`src/rtl/mux_demux_pkg.sv`:
```
// Shared types for the 2-lane mux->demux feeders: FSM state, lane masks and a
// lane-index-to-one-hot helper.
package mux_demux_pkg;

  typedef enum logic {
    IDLE    = 1'b0,
    PRESENT = 1'b1
  } feed_state_t;

  typedef logic [1:0] lane_mask_t;

  function automatic lane_mask_t onehot2(input logic l);
    return l ? 2'b10 : 2'b01;
  endfunction

endpackage : mux_demux_pkg

```
`src/rtl/rr_pick_2.sv`:
```
// Two-lane round-robin pick: a lone candidate wins outright, a tie goes to the
// lane that did not win last.
module rr_pick_2
  import mux_demux_pkg::*;
(
  input  lane_mask_t i_cand,
  input  logic       i_last,
  output logic       o_any,
  output logic       o_idx
);

  assign o_any = |i_cand;
  assign o_idx = (&i_cand) ? ~i_last : i_cand[1];

endmodule : rr_pick_2

```
`src/rtl/rr_feed_mux_to_demux_2.sv`:
```
// Upstream feeder for mux_to_demux_2: two 1-deep holding registers and a
// round-robin presenter that holds {inp, sel, out_valid} until the lane fires.
module rr_feed_mux_to_demux_2
  import mux_demux_pkg::*;
#(
  parameter int ID    = 1,
  parameter int WIDTH = 2
) (
  input  logic                   clk,
  input  logic                   rst_n,
  input  lane_mask_t             in_valid,
  input  logic [1:0][WIDTH-1:0]  in_data,
  output lane_mask_t             in_ready,
  output logic [1:0][WIDTH-1:0]  inp,
  output logic                   sel,
  output lane_mask_t             out_valid,
  input  lane_mask_t             out_ready
);

  feed_state_t           r_state;
  lane_mask_t            r_full;
  logic [1:0][WIDTH-1:0] r_inp;
  logic                  r_sel;
  lane_mask_t            r_out_valid;
  logic                  r_last;

  feed_state_t w_state_nxt;
  logic        w_sel_nxt;
  lane_mask_t  w_out_valid_nxt;
  logic        w_fire;
  lane_mask_t  w_fire_mask;
  lane_mask_t  w_accept;
  lane_mask_t  w_cand;
  logic        w_any;
  logic        w_idx;

  assign w_fire      = (r_state == PRESENT) & out_ready[r_sel];
  assign w_fire_mask = w_fire ? onehot2(r_sel) : 2'b00;
  assign w_accept    = in_valid & ~r_full;
  // A word accepted this cycle only becomes a candidate once it is registered.
  assign w_cand      = r_full & ~w_fire_mask;

  rr_pick_2 u_pick (
    .i_cand (w_cand),
    .i_last (r_last),
    .o_any  (w_any),
    .o_idx  (w_idx)
  );

  // NOTE: every signal driven here gets a default first, so no path can infer a latch.
  always_comb begin
    w_state_nxt     = r_state;
    w_sel_nxt       = r_sel;
    w_out_valid_nxt = r_out_valid;
    case (r_state)
      IDLE: begin
        if (w_any) begin
          w_state_nxt     = PRESENT;
          w_sel_nxt       = w_idx;
          w_out_valid_nxt = onehot2(w_idx);
        end
      end
      PRESENT: begin
        if (w_fire) begin
          if (w_any) begin
            w_sel_nxt       = w_idx;
            w_out_valid_nxt = onehot2(w_idx);
          end else begin
            w_state_nxt     = IDLE;
            w_out_valid_nxt = 2'b00;
          end
        end
      end
      default: begin
        w_state_nxt     = IDLE;
        w_out_valid_nxt = 2'b00;
      end
    endcase
  end

  // NOTE: state uses non-blocking assignments so every register samples pre-edge values.
  always_ff @(posedge clk or negedge rst_n) begin
    if (!rst_n) begin
      r_state     <= IDLE;
      r_sel       <= 1'b0;
      r_out_valid <= 2'b00;
      r_last      <= 1'b1;
    end else begin
      r_state     <= w_state_nxt;
      r_sel       <= w_sel_nxt;
      r_out_valid <= w_out_valid_nxt;
      if (w_fire) r_last <= r_sel;
    end
  end

  // NOTE: the holding registers are reset too, because inp is a visible output with a defined reset value.
  always_ff @(posedge clk or negedge rst_n) begin
    if (!rst_n) begin
      r_full <= 2'b00;
      r_inp  <= '0;
    end else begin
      r_full <= (r_full & ~w_fire_mask) | w_accept;
      for (int i = 0; i < 2; i++) begin
        if (w_accept[i]) r_inp[i] <= in_data[i];
      end
    end
  end

  assign in_ready  = ~r_full;
  assign inp       = r_inp;
  assign sel       = r_sel;
  assign out_valid = r_out_valid;

  a_onehot : assert property (@(posedge clk) disable iff (!rst_n)
    $onehot0(r_out_valid))
    else $error("feed %0d: out_valid not one-hot", ID);

  a_valid_state : assert property (@(posedge clk) disable iff (!rst_n)
    (r_out_valid != 2'b00) == (r_state == PRESENT))
    else $error("feed %0d: out_valid disagrees with state", ID);

  a_hold : assert property (@(posedge clk) disable iff (!rst_n)
    ((r_out_valid != 2'b00) && !w_fire) |=> ($stable(r_sel) && $stable(r_inp[r_sel])))
    else $error("feed %0d: presented word changed before fire", ID);

endmodule : rr_feed_mux_to_demux_2

```
`config.mk`:
```
export PLATFORM = sky130hd
export DESIGN_NAME = rr_feed_mux_to_demux_2
export DESIGN_NICKNAME = d
export VERILOG_FILES = /design/src/rtl/mux_demux_pkg.sv /design/src/rtl/rr_pick_2.sv /design/src/rtl/rr_feed_mux_to_demux_2.sv
export SDC_FILE = /design/constraint.sdc
export NUM_CORES = 1
export LEC_CHECK = 0
export BUFFER_PORTS_ARGS = -buffer_cell sky130_fd_sc_hd__clkbuf_2
export CORE_MARGIN = 3
export CORE_UTILIZATION = 39
export CTS_CLUSTER_SIZE = 30
export DETAILED_ROUTE_END_ITERATION = 8
export GPL_TIMING_DRIVEN = 0
export PLACE_DENSITY = 0.65
export SKIP_CTS_REPAIR_TIMING = 1
export SYNTH_ARGS = -nofsm -noshare
export SYNTH_HDL_FRONTEND = slang
export SYNTH_HIERARCHICAL = 1
export SYNTH_SLANG_ARGS = --single-unit
```
`constraint.sdc`:
```
create_clock -name clk -period 2.5 [get_ports clk]
set_clock_uncertainty 0.1 [all_clocks]
set_input_delay 0 -clock clk [delete_from_list [all_inputs] [get_ports clk]]
set_output_delay 0 -clock clk [all_outputs]
set_load 0.1 [all_outputs]
```
==> impl_metrics.yaml <==
die:
  die_w_um: 42.62
  ioPinCount: 19
  rows: 12
  coreArea_mm2: 0.001186
  die_h_um: 42.62
  dieArea_mm2: 0.001816
  initial_core_util_pct: 44.09
timing:
  slew_headroom_pct: 63.97
  slew_violations: 0
  tns_ns: 0
  period_share_pct: 68.47
  hold_viol_final: 0
  rsz0062_at_grt: "no"
  tightest_slew_ns: 0.5428
  post-route-min-period_ns: 1.712
  setup_viol: 0
  fmaxAchievable_mhz: 584.2
  setup_slack_ns: 0.7881
synthesis:
  synth_area_um2: 523.0
  synth.area.top_cells: "dfrtp_1 (48%), mux2_2 (8.6%), dfstp_2 (5.0%), nand2b_1 (3.6%), a21o_2 (3.3%)"
  synthCells: 46
  ys_warn_count: 6
  synth-seq-cells: 11
  synth.avg_cell_area_um2: 11.37
  yosysTopAreaCellShare_pct: 47.85
  synthArstFlopShare_pct: 100.0
  synth.most_common_cell: "dfrtp_1"
  synth-edff-count: 0
  synth_area_leader_cell: "dfrtp_1"
  syn_nets: 56
  yosysSeqAreaShare_pct: 52.87
  synthDistinctLibCells: 25
  synth-main-ff-cell: "dfrtp_1"
  synth_common_cells: "dfrtp_1 (10), mux2_2 (4), inv_1 (3), nand2b_1 (3)"
clocking:
  htreeDepth: 1
  cts_sinks: 11
  insertion_delay_ns: 0.26
  clkTransAtPathRegs_ns: 0.07
  cts_buffers: 3
  clock_path_buffers: 2
  cts_tree: "yes"
  cts_root_buffer: "clkbuf_4"
critical_path:
  setup.worst_path.start: "r_state"
  crit_fanout: 10
  start_kind: "register"
  critical_path_required_ns: 2.55
  rr_startpoint: "r_state"
  crit_path_end_kind: "register"
  arrival_ns: 1.76
  criticalPathCategory: "reg -> reg"
min_path:
  hp-start: "out_ready[0]"
  hold_class: "in -> reg"
global_route:
  grt_pass1_wl_um: 1580
  antenna_found_initial: 0
  grt_pass1_vias: 366
  grt_util_all_layers_pct: 11.61
  grt_overflow: 0
  grt_max_degree: 12
place:
  dp_cells: 78
  place_area_um2: 630.6
  dp_slack_ns: 0.7823
  place_congestion: 0.6700
  dp_hpwl_um: 737.1
  portBuffers: 18
cells_and_area:
  finalNonFillerCells: 88
  regArea_um2: 276.5
  antennaDiodeCount: 0
  syn2layout_area_growth_pct: 37.08
  fin_area_um2: 716.9
  nNetsFinal: 85
  multi_input_area_um2: 227.7
  drive_gt1_share_pct: 41.89
  fill_cells: 101
detailed_routing:
  routed.top_layer: "met4"
  drt-pass1-iter-count: 3
  postRouteAntennaNets: 0
  drtIter0Drc: 3
  wl_um: 1005
  m1WireLength_um: 492
  wire_per_inst_um: 11.42
  drc: 0
  route.met2.wl_um: 443
  avgViaCountPerCell: 4.875
  num_vias: 429
  route.met3.wl_um: 62
status:
  status: "complete, no violations"
run:
  maxCapViolations: 0
[path summary, 6_finish.rpt]
kind	end	slack (ns)	cells past startpoint
worst max-delay path	out_valid[1]	0.79	7
worst min-delay path	r_last	0.003	4
worst max register to register	out_valid[1]	0.79	7
worst min register to register	inp[3]	0.41	1
max in group asynchronous	r_last	1.97	2
min in group asynchronous	inp[3]	0.06	2
[layout by cell type (no fill, tap or decap), drive strengths merged]
cell type	synthesis	layout
a31oi	1	1
nand3	1	1
nor2	1	1
dfstp	1	1
inv	3	3
dlygate4sd3	0	6
a21oi	2	2
dfrtp	10	10
clkbuf	0	22
o21a	1	1
mux2	4	4
a31o	1	1
nand2	2	2
a21o	3	3
buf	1	1
nand2b	3	3
a22o	1	1
o211ai	1	1
a21boi	1	1
o22ai	1	1
or2	3	3
o21ai	1	1
nor2b	2	2
mux2i	2	2
[kinds of logic after synthesis]
family | share of synthesized area, %
compound gates | 17.71
simple gates | 12.68
flops | 52.87
mux | 13.16
buf+inv | 3.589
[critical path, cell delays in order, from the launching register on]
cell	delay, ns
dfrtp_1	0.32
buf_4	0.15
nand2_1	0.08
o21a_1	0.19
or2_1	0.30
mux2i_1	0.18
o22ai_1	0.09
a31o_1	0.19
[stage by stage]
stage | utilization (%) | hold slack [ns]
after floorplan | - | -0.3956
after global placement | 53.16 | -0.2084
after detailed placement | 53.16 | -0.2089
after CTS | 55.38 | -0.4940
after global routing | 60.44 | 0.02884
final | 60.44 | 0.003146
[sequential cells by signal (all words and copies together) (netlist names)]
| register | flops |
|---|---|
| inp | 4 |
| out_valid | 2 |
| r_full | 2 |
| r_last | 1 |
| r_state | 1 |
| sel | 1 |
[layer usage]
layer | global-route usage (%) | vias up
met5 | 0 | -
met4 | 5.590 | 0
met3 | 3.863 | 2
met2 | 15.57 | 14
met1 | 16.36 | 197
li1 | - | 216
[cell type report]
| type | instances | area share (%) |
|---|---|---|
| tap | 14 | 2.443 |
| sequential | 11 | 38.57 |
| clock buffer | 4 | 3.665 |
| inverter | 3 | 1.571 |
| buffer | 1 | 1.047 |
| multi-input combinational | 31 | 31.76 |
| timing repair buffer | 24 | 20.94 |
Power is left out: the tool's default activity adds up to more than one toggle a clock period on the data nets, which glitch-free logic cannot reach.
